$ cat src/rtl/operand_fetch.sv
// Operand-fetch sequencer: reads source and optional destination operands through the
// shared register-file port, gives writeback priority, and hands operands to the ALU.
module operand_fetch #(
    parameter int DATA_W     = 16,
    parameter int RNUM_W     = 8,
    parameter int CONST_BASE = 8
) (
    input  logic              clk,
    input  logic              rst_n,
    input  logic              req_valid,
    output logic              req_ready,
    input  logic [2:0]        req_src,
    input  logic              req_rc,
    input  logic [2:0]        req_dst,
    input  logic              req_need_dst,
    input  logic              wb_valid,
    input  logic [3:0]        wb_num,
    input  logic [DATA_W-1:0] wb_data,
    output logic              wb_err,
    output logic [RNUM_W-1:0] rf_regnum,
    output logic              rf_rw,
    output logic [DATA_W-1:0] rf_datain,
    input  logic [DATA_W-1:0] rf_dataout,
    output logic              op_valid,
    input  logic              op_ready,
    output logic [DATA_W-1:0] op_src,
    output logic [DATA_W-1:0] op_dst,
    output logic [2:0]        op_dst_num
);

    typedef enum logic [1:0] {IDLE, RD_SRC, RD_DST, OUT} state_t;

    state_t            state_q, state_d;
    logic [2:0]        src_q, src_d;
    logic [2:0]        dst_q, dst_d;
    logic              rc_q, rc_d;
    logic              need_dst_q, need_dst_d;
    logic [DATA_W-1:0] op_src_q, op_src_d;
    logic [DATA_W-1:0] op_dst_q, op_dst_d;
    logic              op_valid_q, op_valid_d;
    logic              wb_err_q, wb_err_d;
    logic              wb_write;
    logic [RNUM_W-1:0] read_idx;

    // Writes into the constant bank are dropped and never steal the port.
    assign wb_write = wb_valid && !wb_num[3];

    always_comb begin
        read_idx = '0;
        case (state_q)
            RD_SRC:  read_idx = rc_q ? RNUM_W'(CONST_BASE) + RNUM_W'(src_q) : RNUM_W'(src_q);
            RD_DST:  read_idx = RNUM_W'(dst_q);
            default: read_idx = '0;
        endcase
    end

    always_comb begin
        rf_rw     = wb_write;
        rf_regnum = wb_write ? RNUM_W'(wb_num) : read_idx;
        rf_datain = wb_write ? wb_data : '0;
    end

    always_ff @(posedge clk or negedge rst_n) begin
        if (!rst_n) begin
            state_q    <= IDLE;
            src_q      <= '0;
            dst_q      <= '0;
            rc_q       <= 1'b0;
            need_dst_q <= 1'b0;
            op_src_q   <= '0;
            op_dst_q   <= '0;
            op_valid_q <= 1'b0;
            wb_err_q   <= 1'b0;
        end else begin
            state_q    <= state_d;
            src_q      <= src_d;
            dst_q      <= dst_d;
            rc_q       <= rc_d;
            need_dst_q <= need_dst_d;
            op_src_q   <= op_src_d;
            op_dst_q   <= op_dst_d;
            op_valid_q <= op_valid_d;
            wb_err_q   <= wb_err_d;
        end
    end

    // A real writeback owns the port, so read states simply repeat that cycle.
    always_comb begin
        state_d = state_q;
        case (state_q)
            IDLE:    if (req_valid) state_d = RD_SRC;
            RD_SRC:  if (!wb_write) state_d = need_dst_q ? RD_DST : OUT;
            RD_DST:  if (!wb_write) state_d = OUT;
            OUT:     if (op_valid_q && op_ready) state_d = IDLE;
            default: state_d = IDLE;
        endcase
    end

    always_comb begin
        src_d      = src_q;
        dst_d      = dst_q;
        rc_d       = rc_q;
        need_dst_d = need_dst_q;
        op_src_d   = op_src_q;
        op_dst_d   = op_dst_q;
        wb_err_d   = wb_valid && wb_num[3];
        op_valid_d = (state_q == OUT) && !(op_valid_q && op_ready);
        case (state_q)
            IDLE: begin
                if (req_valid) begin
                    src_d      = req_src;
                    dst_d      = req_dst;
                    rc_d       = req_rc;
                    need_dst_d = req_need_dst;
                end
            end
            RD_SRC: begin
                if (!wb_write) begin
                    op_src_d = rf_dataout;
                    if (!need_dst_q) op_dst_d = '0;
                end
            end
            RD_DST: begin
                if (!wb_write) op_dst_d = rf_dataout;
            end
            default: ;
        endcase
    end

    assign req_ready  = (state_q == IDLE);
    assign op_valid   = op_valid_q;
    assign op_src     = op_src_q;
    assign op_dst     = op_dst_q;
    assign op_dst_num = dst_q;
    assign wb_err     = wb_err_q;

endmodule

$ cat config.mk
export PLATFORM = sky130hd
export DESIGN_NAME = operand_fetch
export DESIGN_NICKNAME = d
export VERILOG_FILES = /design/src/rtl/operand_fetch.sv
export SDC_FILE = /design/constraint.sdc
export NUM_CORES = 1
export LEC_CHECK = 0
export BUFFER_PORTS_ARGS = -buffer_cell sky130_fd_sc_hd__buf_2
export CAP_MARGIN = 20
export CORE_MARGIN = 1.5
export CORE_UTILIZATION = 25
export DETAILED_ROUTE_END_ITERATION = 12
export PLACE_DENSITY = 0.53
export SYNTH_ARGS = -nofsm -noshare
export SYNTH_HDL_FRONTEND = slang
export SYNTH_SLANG_ARGS = --single-unit
$ cat constraint.sdc
create_clock -name clk -period 1.9 [get_ports clk]
set_input_delay 0.19 -clock clk [delete_from_list [all_inputs] [get_ports clk]]
set_output_delay 0.19 -clock clk [all_outputs]
set_load 0.05 [all_outputs]
==> results.toml, run 1 <==
[floorplanning]
num_rows = 33
num_io_pins = 112
dieArea_um2 = 9060
die_w_um = 95.2
core_area_um2 = 8220
start_util_pct = 25.8
die_h_um = 95.2

[layout]
mostFrequentLayoutCells = "buf_2, dfrtp_1, nand2_1"
n_antenna_cell = 0
final_nets = 346
final-instance-count-excl-fill = 396
multi_input_area_um2 = 887
n_fill_cell = 829
drive_gt1_share_pct = 49.8
seq_area_um2 = 1100
syn2layout_area_growth_pct = 35.2
final_common_cell = "buf_2"
stdcell_area_um2 = 2870

[sta]
slew_headroom_pct = 61.1
fin_skew_ps = 4.19
rsz0062_at_grt = "yes"
setup_viol = 0
fin_crit_sh_pct = 95.5
fin_setup_tns_ps = 0
min_period_ps = 1810
tightestPinTransition_ps = 584
hold_slack_ps = -12.3
slew_viol_final = 0
clock.fmax_ghz = 0.551
timing.final.hold_violations = 44

[clocking]
clock_latency_ps = 290
cts_sinks = 44
cts_buffer_depth = 2
cts_tree = "built"
htree_levels = 2
cts_buffers = 5
cts_root_buffer = "clkbuf_8"
clk_pin_slew_ps = 80

[yosys]
yosysTopAreaCell = "dfrtp_1"
ys_ff_latch = 44
synth_top_area_share_pct = 51.9
syn_area_um2 = 2120
yosysUniqueCellTypes = 29
ys_warn_count = 0
syn_avg_cell_area_um2 = 11.9
netlist_instances = 179
netlist_top_cells_area = "dfrtp_1, mux2_2, mux2i_1"
yosysSeqAreaShare_pct = 51.9

[global_route]
antenna_found_initial = 0
overflow = 0
grt_max_degree = 45
grt_pass1_vias = 1649
grt_usage_pct = 11.5
grt_pass1_wl_um = 7770

[critical_path]
startpoint_type = "flip-flop"
cpPeakStageDelay_ps = 430
worstPathMaxFanout = 6
slowest_stage = "dfrtp_2"
crit_required_ps = 1710
cpLargestDelayFamily = "flip-flops"
worst-setup-path-type = "flip-flop to output pin"
crit_chain = "inv_1 -> ha_1 -> nand2_1 -> o21ai_1 -> buf_4"
worstSetupEndpointType = "output pin"
cp_num_buf_inv = 2
worst_ep_arrival_time_ps = 1620

[drt]
drc_errors = 0
vias = 1650
wl_per_cell_um = 12.8
drt_iter0_drc = 17
viasPerCell = 4.17
antenna_left = 0
drt_first_pass_iters = 4
routed_wl_um = 5060

[pwr]
p_per_area_nw_per_um2 = 1920
power.leakage_nw = 1.49
ir_worst_vdd_mv = 0.744

[placement]
dp_hpwl_um = 3700
gp_congestion = 0.718
io_buffers = 107
placed_area_um2 = 2760
dp_cells = 387

[status]
violations = "negative hold slack"
status = "finished, violations left"

[job]
cap_viol_max_count = 0

[min_path]
holdCritPathClass = "primary input to asynchronous set/reset pin"
==> where the power goes <==
| group | internal [mW] | switching (mW) | leakage [nW] |
|---|---|---|---|
| clock | 0.251 | 0.306 | 0.0410 |
| combinational | 1.07 | 2.30 | 0.905 |
| sequential | 1.36 | 0.232 | 0.546 |
| total | 2.68 | 2.84 | 1.49 |
==> sequential cells by signal (all words and copies together), names as in the netlist <==
name	cells
state_q	2
op_dst	16
op_valid	1
need_dst_q	1
op_src	16
src_q	3
op_dst_num	3
rc_q	1
wb_err	1
==> path summary, 6_finish.rpt <==
check                            from           end  slack, ps  cells after the start
setup / recovery           state_q[1]  rf_regnum[1]         90                      5
hold / removal                  rst_n     op_src[1]        -10                      2
setup reg to reg           state_q[0]    state_q[1]        160                      5
hold reg to reg            op_src[13]    op_src[13]        490                      1
max in group asynchronous       rst_n    state_q[1]       1490                      2
min in group clk            wb_num[3]        wb_err        120                      2
==> cells by family after synthesis <==
kind of cell    share of synthesized area [%]
simple gates                             11.3
fa+ha+maj                                3.54
compound gates                           5.19
flops                                    51.9
other cells                             0.177
buf+inv                                  7.01
mux                                      21.0
==> final cells by class <==
cell class	instances	area share, %
clock buffers	6	2.53
flip-flops and latches	44	38.4
clock inverters	1	0.174
well taps	105	4.58
inverters	20	2.62
multi-input cells	108	30.9
repair buffers	112	20.8
==> stage by stage <==
stage          total power, mW  utilization (%)  hold WS [ps]  setup slack [ps]
5_1_grt                   5.87             34.9          33.2             -11.9
4_1_cts                   5.59             34.9          6.45              15.7
3_5_place_dp              4.97             33.6           330              81.2
6_report                  5.52             34.9         -12.3              86.3
2_1_floorplan             4.18                -          -106              -248
3_3_place_gp              4.90             33.6           318               161
==> synth_stat cells <==
master,count
dfrtp_1,44
nand2_2,1
a21oi_4,1
a22oi_1,3
mux2i_1,16
mux2_2,18
nand2b_4,1
a2bb2oi_1,1
mux2_1,6
o21ai_0,3
nand2b_1,2
and3_1,1
or2_4,1
clkbuf_1,3
inv_1,19
buf_12,1
buf_2,1
a221oi_1,1
a221oi_4,1
ha_1,6
conb_1,1
and2_1,17
nor2b_1,1
nand2_1,21
a21oi_1,1
buf_4,5
inv_2,1
mux2_4,1
a21boi_1,1
==> routing by layer <==
layer	vias up	share of wire (%)	GRT usage (%)
li1	794	-	-
met1	764	42	12.7
met3	4	8.1	3.51
met4	0	0.71	3.48
met5	-	0	0
met2	88	49	20.8
==> timing repair <==
action,4_1_cts,5_1_grt
pin swaps,0,0
buffers inserted,2,0
setup endpoints to repair,3,3
resized for setup,4,4
hold buffers,0,0
Power figures use the tool's default switching activity.
==> run 2, diff against run 1 <==
--- a/config.mk
+++ b/config.mk
@@ -5,12 +5,14 @@
 export SDC_FILE = /design/constraint.sdc
 export NUM_CORES = 1
 export LEC_CHECK = 0
+export ABC_AREA = 1
 export BUFFER_PORTS_ARGS = -buffer_cell sky130_fd_sc_hd__buf_2
 export CAP_MARGIN = 20
 export CORE_MARGIN = 1.5
 export CORE_UTILIZATION = 25
 export DETAILED_ROUTE_END_ITERATION = 12
-export PLACE_DENSITY = 0.53
+export PLACE_DENSITY = 0.52
+export RECOVER_POWER = 50
 export SYNTH_ARGS = -nofsm -noshare
 export SYNTH_HDL_FRONTEND = slang
 export SYNTH_SLANG_ARGS = --single-unit
==> run 2 against run 1 <==
Against the previous run: the run now ends clean; non-clock buffer count is 1 higher; synthesized cell count is 54% higher; global-route usage rose by 1.6 points; design area increased by 5.8%; area after synthesis rose by 7.8%.
==> results.toml, run 2 <==
[critical_path]
crit_chain = "inv_1 -> ha_2 -> nand2_1 -> nand2_1 -> nand3_1 -> nand2_1 -> buf_4"
crit_required_ps = 1710
cpLargestDelayFamily = "flip-flops"
worstPathMaxFanout = 6
cpMostUsedCell = "nand2_1"
slowest_stage = "dfrtp_2"
cp_num_buf_inv = 2
worstSetupEndpointType = "output pin"
cpPeakStageDelay_ps = 450
startpoint_type = "flip-flop"
worst-setup-path-type = "flip-flop to output pin"
worst_ep_arrival_time_ps = 1580

[global_route]
antenna_found_initial = 0
grt_max_degree = 45
grt_usage_pct = 13.1
overflow = 0
grt_pass1_vias = 2027
grt_pass1_wl_um = 10200

[sta]
clock.fmax_ghz = 0.564
tightestPinTransition_ps = 1140
setup_ws_ps = 127
setup_viol = 0
timing.final.hold_violations = 0
fin_skew_ps = 11.8
min_period_ps = 1770
slew_headroom_pct = 24.0
fin_crit_sh_pct = 93.3
rsz0062_at_grt = "yes"
slew_viol_final = 0

[clocking]
htree_levels = 2
cts_buffers = 5
clock_latency_ps = 300
cts_tree = "built"
cts_root_buffer = "clkbuf_8"
post_cts_buffers = 0
cts_buffer_depth = 2
clk_pin_slew_ps = 90
cts_sinks = 44

[floorplanning]
dieArea_um2 = 9740
num_rows = 34
die_w_um = 98.7
core_area_um2 = 8810
start_util_pct = 26.0
die_h_um = 98.7
num_io_pins = 112

[pwr]
total_power_mw = 5.92
power.leakage_nw = 1.82
ir_worst_vdd_mv = 0.774
p_per_area_nw_per_um2 = 1950

[layout]
multi_input_area_um2 = 996
syn2layout_area_growth_pct = 32.6
stdcell_area_um2 = 3040
final-instance-count-excl-fill = 492
seq_area_um2 = 1100
n_fill_cell = 933
n_antenna_cell = 0
final_common_cell = "nand2_1"
mostFrequentLayoutCells = "nand2_1, buf_2, dfrtp_1"
drive_gt1_share_pct = 36.7
final_nets = 438

[drt]
antenna_left = 0
vias = 2033
wl_per_cell_um = 12.5
viasPerCell = 4.13
routed_wl_um = 6160
drc_errors = 0
drt_first_pass_iters = 6
drt_iter0_drc = 70

[yosys]
ys_ff_latch = 44
yosysSeqAreaShare_pct = 48.1
yosysTopAreaCell = "dfrtp_1"
netlist_instances = 275
ys_warn_count = 0
synth.most_common_cell = "nand2_1"
async_flop_share_pct = 100
netlist_top_cells_area = "dfrtp_1, nand2_1, nand3b_1"
syn_area_um2 = 2290
synth_commonest_cells = "nand2_1, dfrtp_1, inv_1"
syn_avg_cell_area_um2 = 8.33
synth_top_area_share_pct = 48.1
synth_flop_cell = "dfrtp_1"
yosysUniqueCellTypes = 20
synth_edf_count = 0

[status]
status = "complete, no violations"

[job]
cap_viol_max_count = 0

[placement]
gp_congestion = 0.836
dp_hpwl_um = 4500
io_buffers = 107
dp_cells = 483
placed_area_um2 = 2900
place_ws_ps = 270

[min_path]
holdCritPathClass = "primary input to flip-flop"
-- run 2: cell count changes after synthesis, sizes merged, moves of 2 or more --
cell	before	now
mux2	25	8
a221oi	2	0
nand3	0	22
buf	7	13
nand2	22	114
o21ai	3	1
nand2b	3	0
inv	20	26
a22oi	3	0
nor2	0	19
nand3b	0	18
mux2i	16	0
a21oi	2	0
and2	17	0
-- run 2: path summary, 6_finish.rpt --
check / from / to / slack [ps] / depth (start not counted)
worst min-delay path: req_rc / rc_q / 120 / 2
worst min register to register: op_dst[5] / op_dst[5] / 480 / 2
worst max register to register: state_q[1] / op_dst[6] / 300 / 8
max in group asynchronous: rst_n / state_q[1] / 390 / 3
worst max-delay path: state_q[0] / rf_regnum[0] / 130 / 7
min in group asynchronous: rst_n / op_dst[3] / 720 / 3
-- run 2: stage by stage --
| step | util (%) | hold WS (ps) | setup TNS, ps |
|---|---|---|---|
| floorplan | - | -106 | 0 |
| global placement | 32.9 | 322 | 0 |
| detailed placement | 32.9 | 322 | 0 |
| CTS | 34.4 | 105 | 0 |
| global route | 34.5 | 107 | -6.13 |
| finish | 34.5 | 117 | 0 |
-- run 2: cells by family after synthesis --
kind of cell / count (synthesis) / share of synthesized area [%]
compound gates: 1 / 0.711
flops: 44 / 48.1
buf+inv: 41 / 9.13
mux: 8 / 3.93
other cells: 1 / 0.164
simple gates: 174 / 34.7
fa+ha+maj: 6 / 3.28
-- run 2: area by class of cell --
class	instances	area share, %
clock buffers	5	2.27
clock inverters	3	1.53
inverters	26	3.22
multi-input cells	193	32.8
repair buffers	113	19.4
well taps	108	4.45
flip-flops and latches	44	36.4
-- run 2: routing by layer --
metal | track usage (%) | up-vias | wire length (um)
li1 | - | 1055 | -
met1 | 18.8 | 904 | 3050
met2 | 20.2 | 69 | 2750
met3 | 2.98 | 5 | 325
met4 | 2.64 | 0 | 33
met5 | 0 | - | 0
-- run 2: repair_timing --
item	in CTS	in global routing
cloned	0	0
hold endpoints to repair	34	0
hold buffers	1	0
gates resized for setup	3	4
setup endpoints to repair	3	4
-- run 2: worst reg2reg max path: stages, from the launching register on --
cell     delay, ps
dfrtp_2        430
inv_1           90
ha_1           210
inv_1          130
nand2_1        110
nand2_4        200
nand2_4        180
nand2_1         90
nand2_1         50
-- run 2: where the power goes --
| part | leakage, nW | switching [mW] | internal (mW) |
|---|---|---|---|
| Sequential | 0.558 | 0.283 | 1.39 |
| Clock | 0.0548 | 0.356 | 0.397 |
| Combinational | 1.21 | 2.61 | 0.889 |
| Total | 1.82 | 3.25 | 2.67 |
